===== src/rtl/seq_magnitude_comparator.sv =====
// Multi-cycle magnitude comparator that walks CHUNK bits per clock from the MSB and stops at the first differing chunk.
// Latency is 1..WIDTH/CHUNK cycles after start. start is ignored while busy, and done pulses once per accepted request.
module seq_magnitude_comparator #(
    parameter int WIDTH = 32,
    parameter int CHUNK = 4
) (
    input  logic             clk,
    input  logic             rst_n,
    input  logic             start,
    input  logic [WIDTH-1:0] a,
    input  logic [WIDTH-1:0] b,
    input  logic             signed_mode,
    input  logic             lin,
    input  logic             ein,
    input  logic             gin,
    output logic             busy,
    output logic             done,
    output logic             less,
    output logic             equal,
    output logic             greater
);

    localparam int N  = (CHUNK > 0) ? WIDTH / CHUNK : 1;
    localparam int KW = (N > 1) ? $clog2(N) : 1;
    localparam logic [KW-1:0]    K_LAST   = KW'(N - 1);
    localparam logic [WIDTH-1:0] MSB_MASK = WIDTH'(1) << (WIDTH - 1);

    generate
        if ((CHUNK < 1) || ((WIDTH % CHUNK) != 0)) begin : g_bad_params
            $error("seq_magnitude_comparator: WIDTH must be a positive multiple of CHUNK");
        end
    endgenerate

    typedef enum logic [1:0] {IDLE, COMPARE, DONE} state_t;

    state_t           state;
    logic [WIDTH-1:0] a_q;
    logic [WIDTH-1:0] b_q;
    logic             lin_q;
    logic             ein_q;
    logic             gin_q;
    logic [KW-1:0]    k;

    // Operands are shifted left after every equal chunk, so the live chunk always sits at the top.
    logic [CHUNK-1:0] chunk_a;
    logic [CHUNK-1:0] chunk_b;
    assign chunk_a = a_q[WIDTH-1 -: CHUNK];
    assign chunk_b = b_q[WIDTH-1 -: CHUNK];

    always_ff @(posedge clk or negedge rst_n) begin
        if (!rst_n) begin
            state   <= IDLE;
            a_q     <= '0;
            b_q     <= '0;
            lin_q   <= 1'b0;
            ein_q   <= 1'b0;
            gin_q   <= 1'b0;
            k       <= '0;
            busy    <= 1'b0;
            done    <= 1'b0;
            less    <= 1'b0;
            equal   <= 1'b0;
            greater <= 1'b0;
        end else begin
            done <= 1'b0;
            case (state)
                IDLE, DONE: begin
                    if (start) begin
                        // Flipping the sign bits turns two's-complement order into unsigned order.
                        a_q     <= signed_mode ? (a ^ MSB_MASK) : a;
                        b_q     <= signed_mode ? (b ^ MSB_MASK) : b;
                        lin_q   <= lin;
                        ein_q   <= ein;
                        gin_q   <= gin;
                        k       <= '0;
                        less    <= 1'b0;
                        equal   <= 1'b0;
                        greater <= 1'b0;
                        busy    <= 1'b1;
                        state   <= COMPARE;
                    end else begin
                        state <= IDLE;
                    end
                end
                COMPARE: begin
                    if (chunk_a != chunk_b) begin
                        less    <= (chunk_a < chunk_b);
                        greater <= (chunk_a > chunk_b);
                        busy    <= 1'b0;
                        done    <= 1'b1;
                        state   <= DONE;
                    end else if (k == K_LAST) begin
                        // Cascade priority ein > gin > lin; nothing asserted reads as equal.
                        equal   <= ein_q || (!gin_q && !lin_q);
                        greater <= !ein_q && gin_q;
                        less    <= !ein_q && !gin_q && lin_q;
                        busy    <= 1'b0;
                        done    <= 1'b1;
                        state   <= DONE;
                    end else begin
                        k   <= k + 1'b1;
                        a_q <= a_q << CHUNK;
                        b_q <= b_q << CHUNK;
                    end
                end
                default: state <= IDLE;
            endcase
        end
    end

endmodule


===== config.mk =====
export PLATFORM = sky130hd
export DESIGN_NAME = seq_magnitude_comparator
export DESIGN_NICKNAME = d
export VERILOG_FILES = /design/src/rtl/seq_magnitude_comparator.sv
export SDC_FILE = /design/constraint.sdc
export NUM_CORES = 1
export LEC_CHECK = 0
export ABC_AREA = 1
export ABC_CLOCK_PERIOD_IN_PS = 2600
export CAP_MARGIN = 20
export CORE_MARGIN = 10
export CORE_UTILIZATION = 56
export CTS_CLUSTER_SIZE = 14
export DETAILED_ROUTE_END_ITERATION = 8
export MAX_ROUTING_LAYER = met4
export PLACE_DENSITY = 0.84
export SLEW_MARGIN = 20
export SYNTH_ARGS = -nofsm -noshare
export SYNTH_HDL_FRONTEND = slang
export SYNTH_SLANG_ARGS = --single-unit

===== constraint.sdc =====
create_clock -name clk -period 2.6 [get_ports clk]
set_input_delay 0.52 -clock clk [delete_from_list [all_inputs] [get_ports clk]]
set_output_delay 0.52 -clock clk [all_outputs]
set_load 0.1 [all_outputs]

==> results of run 1 <==
stage by stage:
stage               area, um^2  cells  utilization  hold slack, ns
finish                    4750    623        0.735           0.284
global route              4750    623        0.735           0.384
CTS                       4750    623        0.735           0.345
detailed placement        4520    607        0.699           0.493
global placement          4520    607        0.699           0.481
floorplan                 3780    477            -           0.224
state kept, by name, indices dropped and copies added, names as in the netlist:
register / count
a_q: 32
b_q: 32
busy: 1
done: 1
ein_q: 1
equal: 1
gin_q: 1
greater: 1
k: 3
less: 1
lin_q: 1
state: 2
worst paths after layout:
check,startpoint,end,slack [ns],cells past startpoint
worst max-delay path,a_q[31],b_q[11],0.63,8
worst min-delay path,rst_n,a_q[1],0.28,1
worst max register to register,a_q[31],b_q[11],0.63,8
worst min register to register,k[0],k[0],0.51,1
max in group asynchronous,rst_n,b_q[25],1.69,1
min in group clk,k[0],k[0],0.51,1
metal layers:
layer / vias to the layer above / routed length [um] / global-route usage
li1: 1632 / - / -
met1: 1419 / 3610 / 0.196
met2: 76 / 3990 / 0.273
met3: 13 / 417 / 0.0398
met4: 0 / 149 / 0.0770
met5: - / 0 / -
where the power goes:
| part | switching, mW | internal [mW] |
|---|---|---|
| sequential | 0.173 | 1.70 |
| clock | 0.453 | 0.595 |
| combinational | 1.31 | 0.670 |
| total | 1.93 | 2.97 |
worst reg2reg max path: cells and delay by family, from the launching register on:
kind	cells	cell delay (ns)
flops	1	0.39
fa+ha+maj	1	0.32
buf+inv	1	0.31
simple gates	5	0.77
compound gates	1	0.09
cell type report:
type,count,area [um^2]
sequential,77,1930
fill,508,1710
multi-input combinational,300,1420
timing repair buffer,80,798
inverter,73,274
clock buffer,11,151
tap,77,96.3
clock inverter,5,81.3
logic make-up after synthesis:
kind of cell	Yosys count
and+or+nand+nor	166
AOI/OAI and AO/OA	126
buffers and inverters	100
DFF	77
adders and majority gates	6
xor gates and xnor gates	1
muxes	1
cell usage after synthesis, drive strengths merged:
library cell  count  area (um^2)
dfrtp            77         1930
buf              23          146
inv              73          274
nor2              6         46.3
nand3            25          130
ha                6         75.1
xnor2             1         8.76
mux2              1         11.3
nand2           135          519
a21oi             6         30.0
o21ai           120          601
clkbuf            4         16.3
==> impl_metrics.csv, run 1 <==
group,metric,value,unit
status,outcome,"completed",
worst_setup_path,critical_path_required,2.87,ns
sta,timing.final.max_slew_violations,0,
layout,layout-drive-gt1-share,0.0659,
layout,syn2layout_area_growth,25.5,%
routing,mean_routed_wirelength_per_cell,13.1,um
synthesis,yosysUniqueCellTypes,21,
clock_network,insertion_delay,0.35,ns
sta,final_worst_path_cycle_share,0.758,
worst_setup_path,crit_path_end_kind,"register",
worst_setup_path,timing.critical_path.arrival,2.24,ns
place,place.detailed.hpwl,5830,um
worst_setup_path,critical_path.cell_chain,"ha_1 > nand2_2 > nor2_4 > nand3_2 > nand2_4 > buf_4 > nand2_1 > o21ai_0",
clock_network,ctsResizeCount,0,
synthesis,synth-seq-cells,77,
pwr,peakVddDrop,0.000570,V
synthesis,dominant_combinational_cell_family_by_area_after_synthesis,"simple AND/OR/NAND/NOR gates",
worst_setup_path,path_class,"register to register",
sta,setup_slack,0.629,ns
routing,drc_violation_count_after_routing,0,
layout,final_common_cell,"sky130_fd_sc_hd__nand2_1",
sta,period_minus_slack,1.97,ns
worst_setup_path,critical-path-max-stage-delay,0.39,ns
clock_network,tritoncts_sinks,77,
place,post-place-ws,0.401,ns
sta,report.final.setup_viol,0,
clock_network,tritoncts,"done",
worst_setup_path,crit_family,"simple AND/OR/NAND/NOR gates",
routing,drt_pre_antenna_iters,5,
sta,finalHoldViolations,0,
global_route,globalRouteTotalUtil,0.169,
sta,measured_slew_at_the_worst_slew_check_pin,0.935,ns
synthesis,yosys_warnings,0,
die,initial_utilization,0.586,
worst_setup_path,startpoint_type_of_the_worst_setup_path,"register",
synthesis,synth.avg_cell_area,7.93,um^2
sta,max_freq,507,MHz
sta,fin_tns_setup,0,ns
global_route,grt_start_max_net_pins,94,
clock_network,cts.htree.levels,3,
die,io_pins,76,
synthesis,syn_inst,477,
worst_setup_path,cp_max_fo,39,
synthesis,synth_nets,554,
die,overall_die_width,102,um
clock_network,cts_hold_repair.buffers,0,
pwr,leakage,2.31,nW
sta,timing.max_slew.rel_slack,0.377,
die,rows,29,
place,routabilityCongestion,0.793,
die,floorplan.die_area,10400,um^2
routing,vias,3140,
synthesis,yosysSeqAreaShare,0.509,
die,core_area,6460,um^2
pwr,p_per_area,1030,nW/um^2
synthesis,simple_gate_fraction_of_synth_area,0.184,
global_route,first_global_vias,3086,
min_path,holdCritPathClass,"primary input to async pin",
place,io_buffers,75,
routing,route.detailed.vias_per_inst,5.04,
worst_setup_path,cpMaxStageDelayCell,"sky130_fd_sc_hd__dfrtp_1",
synthesis,post_synth_fa_ha_maj_area_fraction,0.0198,
layout,final_nets,618,
routing,drt.antenna.violating_nets,0,
sta,skew,0.00640,ns
clock_network,root_cell_of_the_clock_tree,"sky130_fd_sc_hd__clkbuf_8",
global_route,first_pass_grt_wire_length,13600,um
clock_network,postCtsSetupBuffers,0,
worst_setup_path,critical_path_buf_inv_count,1,
clock_network,cts_buffer_depth,2,
synthesis,synth_compound_area_frac,0.167,
global_route,antenna_found_initial,0,
clock_network,clkSlewWorstSetupHoldPaths,0.08,ns
pwr,report.power.total,4.90,mW
routing,routed_wl,8170,um
sta,grt_setup_unrepaired,"no",
routing,detailedRoute.firstIterationViolations,121,
synthesis,yosys.area_share.xor_xnor,0.00231,
die,die-height,102,um
synthesis,synthesis.area,3780,um^2
global_route,gr-total-overflow,0,
clock_network,cts-buffers-inserted,9,
synthesis,synth.mux.area_fraction,0.00298,
flow_run,drv_cap,0,
layout,most_used_cells_in_the_layout_excluding_fill_and_tap_cells,"sky130_fd_sc_hd__nand2_1, sky130_fd_sc_hd__dfrtp_1, sky130_fd_sc_hd__inv_1",
layout,ant_cells,0,
No activity file was read; power rests on OpenSTA's default activity.
==> run 2, diff against run 1 <==
--- a/config.mk
+++ b/config.mk
@@ -6,14 +6,14 @@
 export NUM_CORES = 1
 export LEC_CHECK = 0
 export ABC_AREA = 1
-export ABC_CLOCK_PERIOD_IN_PS = 2600
+export ABC_CLOCK_PERIOD_IN_PS = 1920
 export CAP_MARGIN = 20
 export CORE_MARGIN = 10
-export CORE_UTILIZATION = 56
+export CORE_UTILIZATION = 52
 export CTS_CLUSTER_SIZE = 14
 export DETAILED_ROUTE_END_ITERATION = 8
 export MAX_ROUTING_LAYER = met4
-export PLACE_DENSITY = 0.84
+export PLACE_DENSITY = 0.79
 export SLEW_MARGIN = 20
 export SYNTH_ARGS = -nofsm -noshare
 export SYNTH_HDL_FRONTEND = slang
==> constraint.sdc (replaced) <==
create_clock -name clk -period 1.92 [get_ports clk]
set_input_delay 0.384 -clock clk [delete_from_list [all_inputs] [get_ports clk]]
set_output_delay 0.384 -clock clk [all_outputs]
set_load 0.1 [all_outputs]
==> impl_metrics.csv, run 2 (synthesis gave the netlist of run 1 again) <==
group,metric,value,unit
layout,ant_cells,0,
clock_network,tritoncts,"done",
place,place.detailed.hpwl,5710,um
layout,multi_input_area,1420,um^2
clock_network,cts_hold_repair.buffers,0,
worst_setup_path,worst_r2r_startpoint,"a_q[29]",
sta,fin_tns_setup,0,ns
clock_network,postCtsSetupBuffers,0,
sta,final_worst_path_cycle_share,0.908,
sta,max_freq,574,MHz
global_route,antenna_found_initial,0,
worst_setup_path,startpoint_type_of_the_worst_setup_path,"register",
layout,final_common_cell,"sky130_fd_sc_hd__nand2_1",
die,initial_utilization,0.527,
place,routabilityCongestion,0.784,
sta,grt_setup_unrepaired,"no",
pwr,peakVddDrop,0.000710,V
pwr,leakage,2.33,nW
clock_network,tritoncts_sinks,77,
global_route,globalRouteTotalUtil,0.152,
worst_setup_path,path_class,"register to register",
routing,drc_violation_count_after_routing,0,
routing,detailedRoute.firstIterationViolations,152,
layout,most_used_cells_in_the_layout_excluding_fill_and_tap_cells,"sky130_fd_sc_hd__nand2_1, sky130_fd_sc_hd__dfrtp_1, sky130_fd_sc_hd__inv_1",
worst_setup_path,crit_family,"simple AND/OR/NAND/NOR gates",
routing,drt.antenna.violating_nets,0,
worst_setup_path,register_to_register_setup_slack,0.18,ns
worst_setup_path,crit_path_end_kind,"register",
routing,mean_routed_wirelength_per_cell,12.4,um
sta,timing.final.max_slew_violations,0,
routing,route.detailed.vias_per_inst,4.92,
routing,vias,3185,
worst_setup_path,critical_path.cell_chain,"ha_1 > nand2_1 > nor2_4 > nand3_2 > nand2_4 > buf_12 > nand2_1 > o21ai_1",
clock_network,ctsResizeCount,0,
die,core_area,7180,um^2
layout,syn2layout_area_growth,27.5,%
global_route,first_pass_grt_wire_length,13900,um
sta,skew,0.0110,ns
worst_setup_path,critical_path_required,2.18,ns
die,floorplan.die_area,11100,um^2
layout,final_nets,622,
worst_setup_path,timing.critical_path.arrival,2.00,ns
clock_network,insertion_delay,0.34,ns
clock_network,clkSlewWorstSetupHoldPaths,0.08,ns
die,die-height,105,um
worst_setup_path,cpMaxStageDelayCell,"sky130_fd_sc_hd__dfrtp_1",
worst_setup_path,cp_max_fo,58,
layout,final_cell_count_no_fill,648,
status,outcome,"completed",
layout,layout-drive-gt1-share,0.0692,
place,io_buffers,75,
global_route,gr-total-overflow,0,
routing,drt_pre_antenna_iters,4,
worst_setup_path,critical_path.startpoint,"a_q[29]",
sta,report.final.setup_viol,0,
place,post-place-cells,633,
die,rows,31,
clock_network,root_cell_of_the_clock_tree,"sky130_fd_sc_hd__clkbuf_8",
pwr,p_per_area,1370,nW/um^2
sta,timing.max_slew.rel_slack,0.736,
clock_network,cts.htree.levels,3,
min_path,holdCritPathClass,"primary input to async pin",
routing,routed_wl,8050,um
sta,measured_slew_at_the_worst_slew_check_pin,0.396,ns
layout,sequential_cell_area,1930,um^2
die,overall_die_width,105,um
worst_setup_path,critical-path-max-stage-delay,0.41,ns
global_route,first_global_vias,3182,
die,io_pins,76,
worst_setup_path,critical_path_buf_inv_count,1,
clock_network,cts_buffer_depth,2,
global_route,grt_start_max_net_pins,78,
clock_network,cts-buffers-inserted,9,
flow_run,drv_cap,0,
worst_setup_path,cp_common_cell,"sky130_fd_sc_hd__nand2_1",
layout,layout_top_registers,"a_q: 32 flops, b_q: 32 flops, k: 3 flops",
sta,finalHoldViolations,0,
layout,fillCellCount,595,
sta,period_minus_slack,1.74,ns
==> run 2: final timing paths <==
check,endpoint,cells after the start
max,a_q[24],8
min,a_q[2],2
max reg2reg,a_q[24],8
min reg2reg,k[0],1
max in group asynchronous,ein_q,2
min in group clk,k[0],1
==> run 2: area by class of cell <==
| type | count | share of cell area |
|---|---|---|
| clock buffers | 11 | 0.0293 |
| clock inverters | 4 | 0.0150 |
| inverters | 73 | 0.0568 |
| multi-input cells | 300 | 0.295 |
| flip-flops and latches | 77 | 0.399 |
| well taps | 99 | 0.0257 |
| repair buffers | 84 | 0.179 |
==> run 2: through the flow <==
step	worst slack [ns]	cell area, um^2	power, mW	hold WS, ns	util
after detailed placement	0.171	4610	5.31	0.437	0.643
final	0.176	4830	6.62	0.0505	0.673
after CTS	0.185	4830	6.67	0.0617	0.673
after global placement	0.199	4610	5.21	0.438	0.643
after global routing	0.0662	4830	7.18	0.0647	0.673
after floorplan	0.414	3780	4.64	0.0884	-
==> run 2: worst register-to-register path, cell delays in order, from the launching register on <==
cell	delay (ns)
sky130_fd_sc_hd__dfrtp_1	0.41
sky130_fd_sc_hd__ha_1	0.30
sky130_fd_sc_hd__nand2_1	0.10
sky130_fd_sc_hd__nor2_4	0.16
sky130_fd_sc_hd__nand3_2	0.14
sky130_fd_sc_hd__nand2_4	0.12
sky130_fd_sc_hd__buf_12	0.23
sky130_fd_sc_hd__nand2_1	0.11
sky130_fd_sc_hd__o21ai_1	0.10
==> run 2: layer usage <==
layer  routed length (um)  track usage  vias to the layer above
met1                 3750        0.186                     1464
li1                     -            -                     1641
met2                 3910        0.244                       67
met3                  265       0.0298                       13
met5                    0            -                        -
met4                  124       0.0598                        0
==> run 2: power breakdown <==
group	leakage [nW]	total [mW]	switching [mW]	internal, mW
logic	1.27	2.77	1.80	0.970
registers	0.963	2.53	0.225	2.31
clock network	0.105	1.32	0.559	0.759
total	2.33	6.62	2.58	4.04
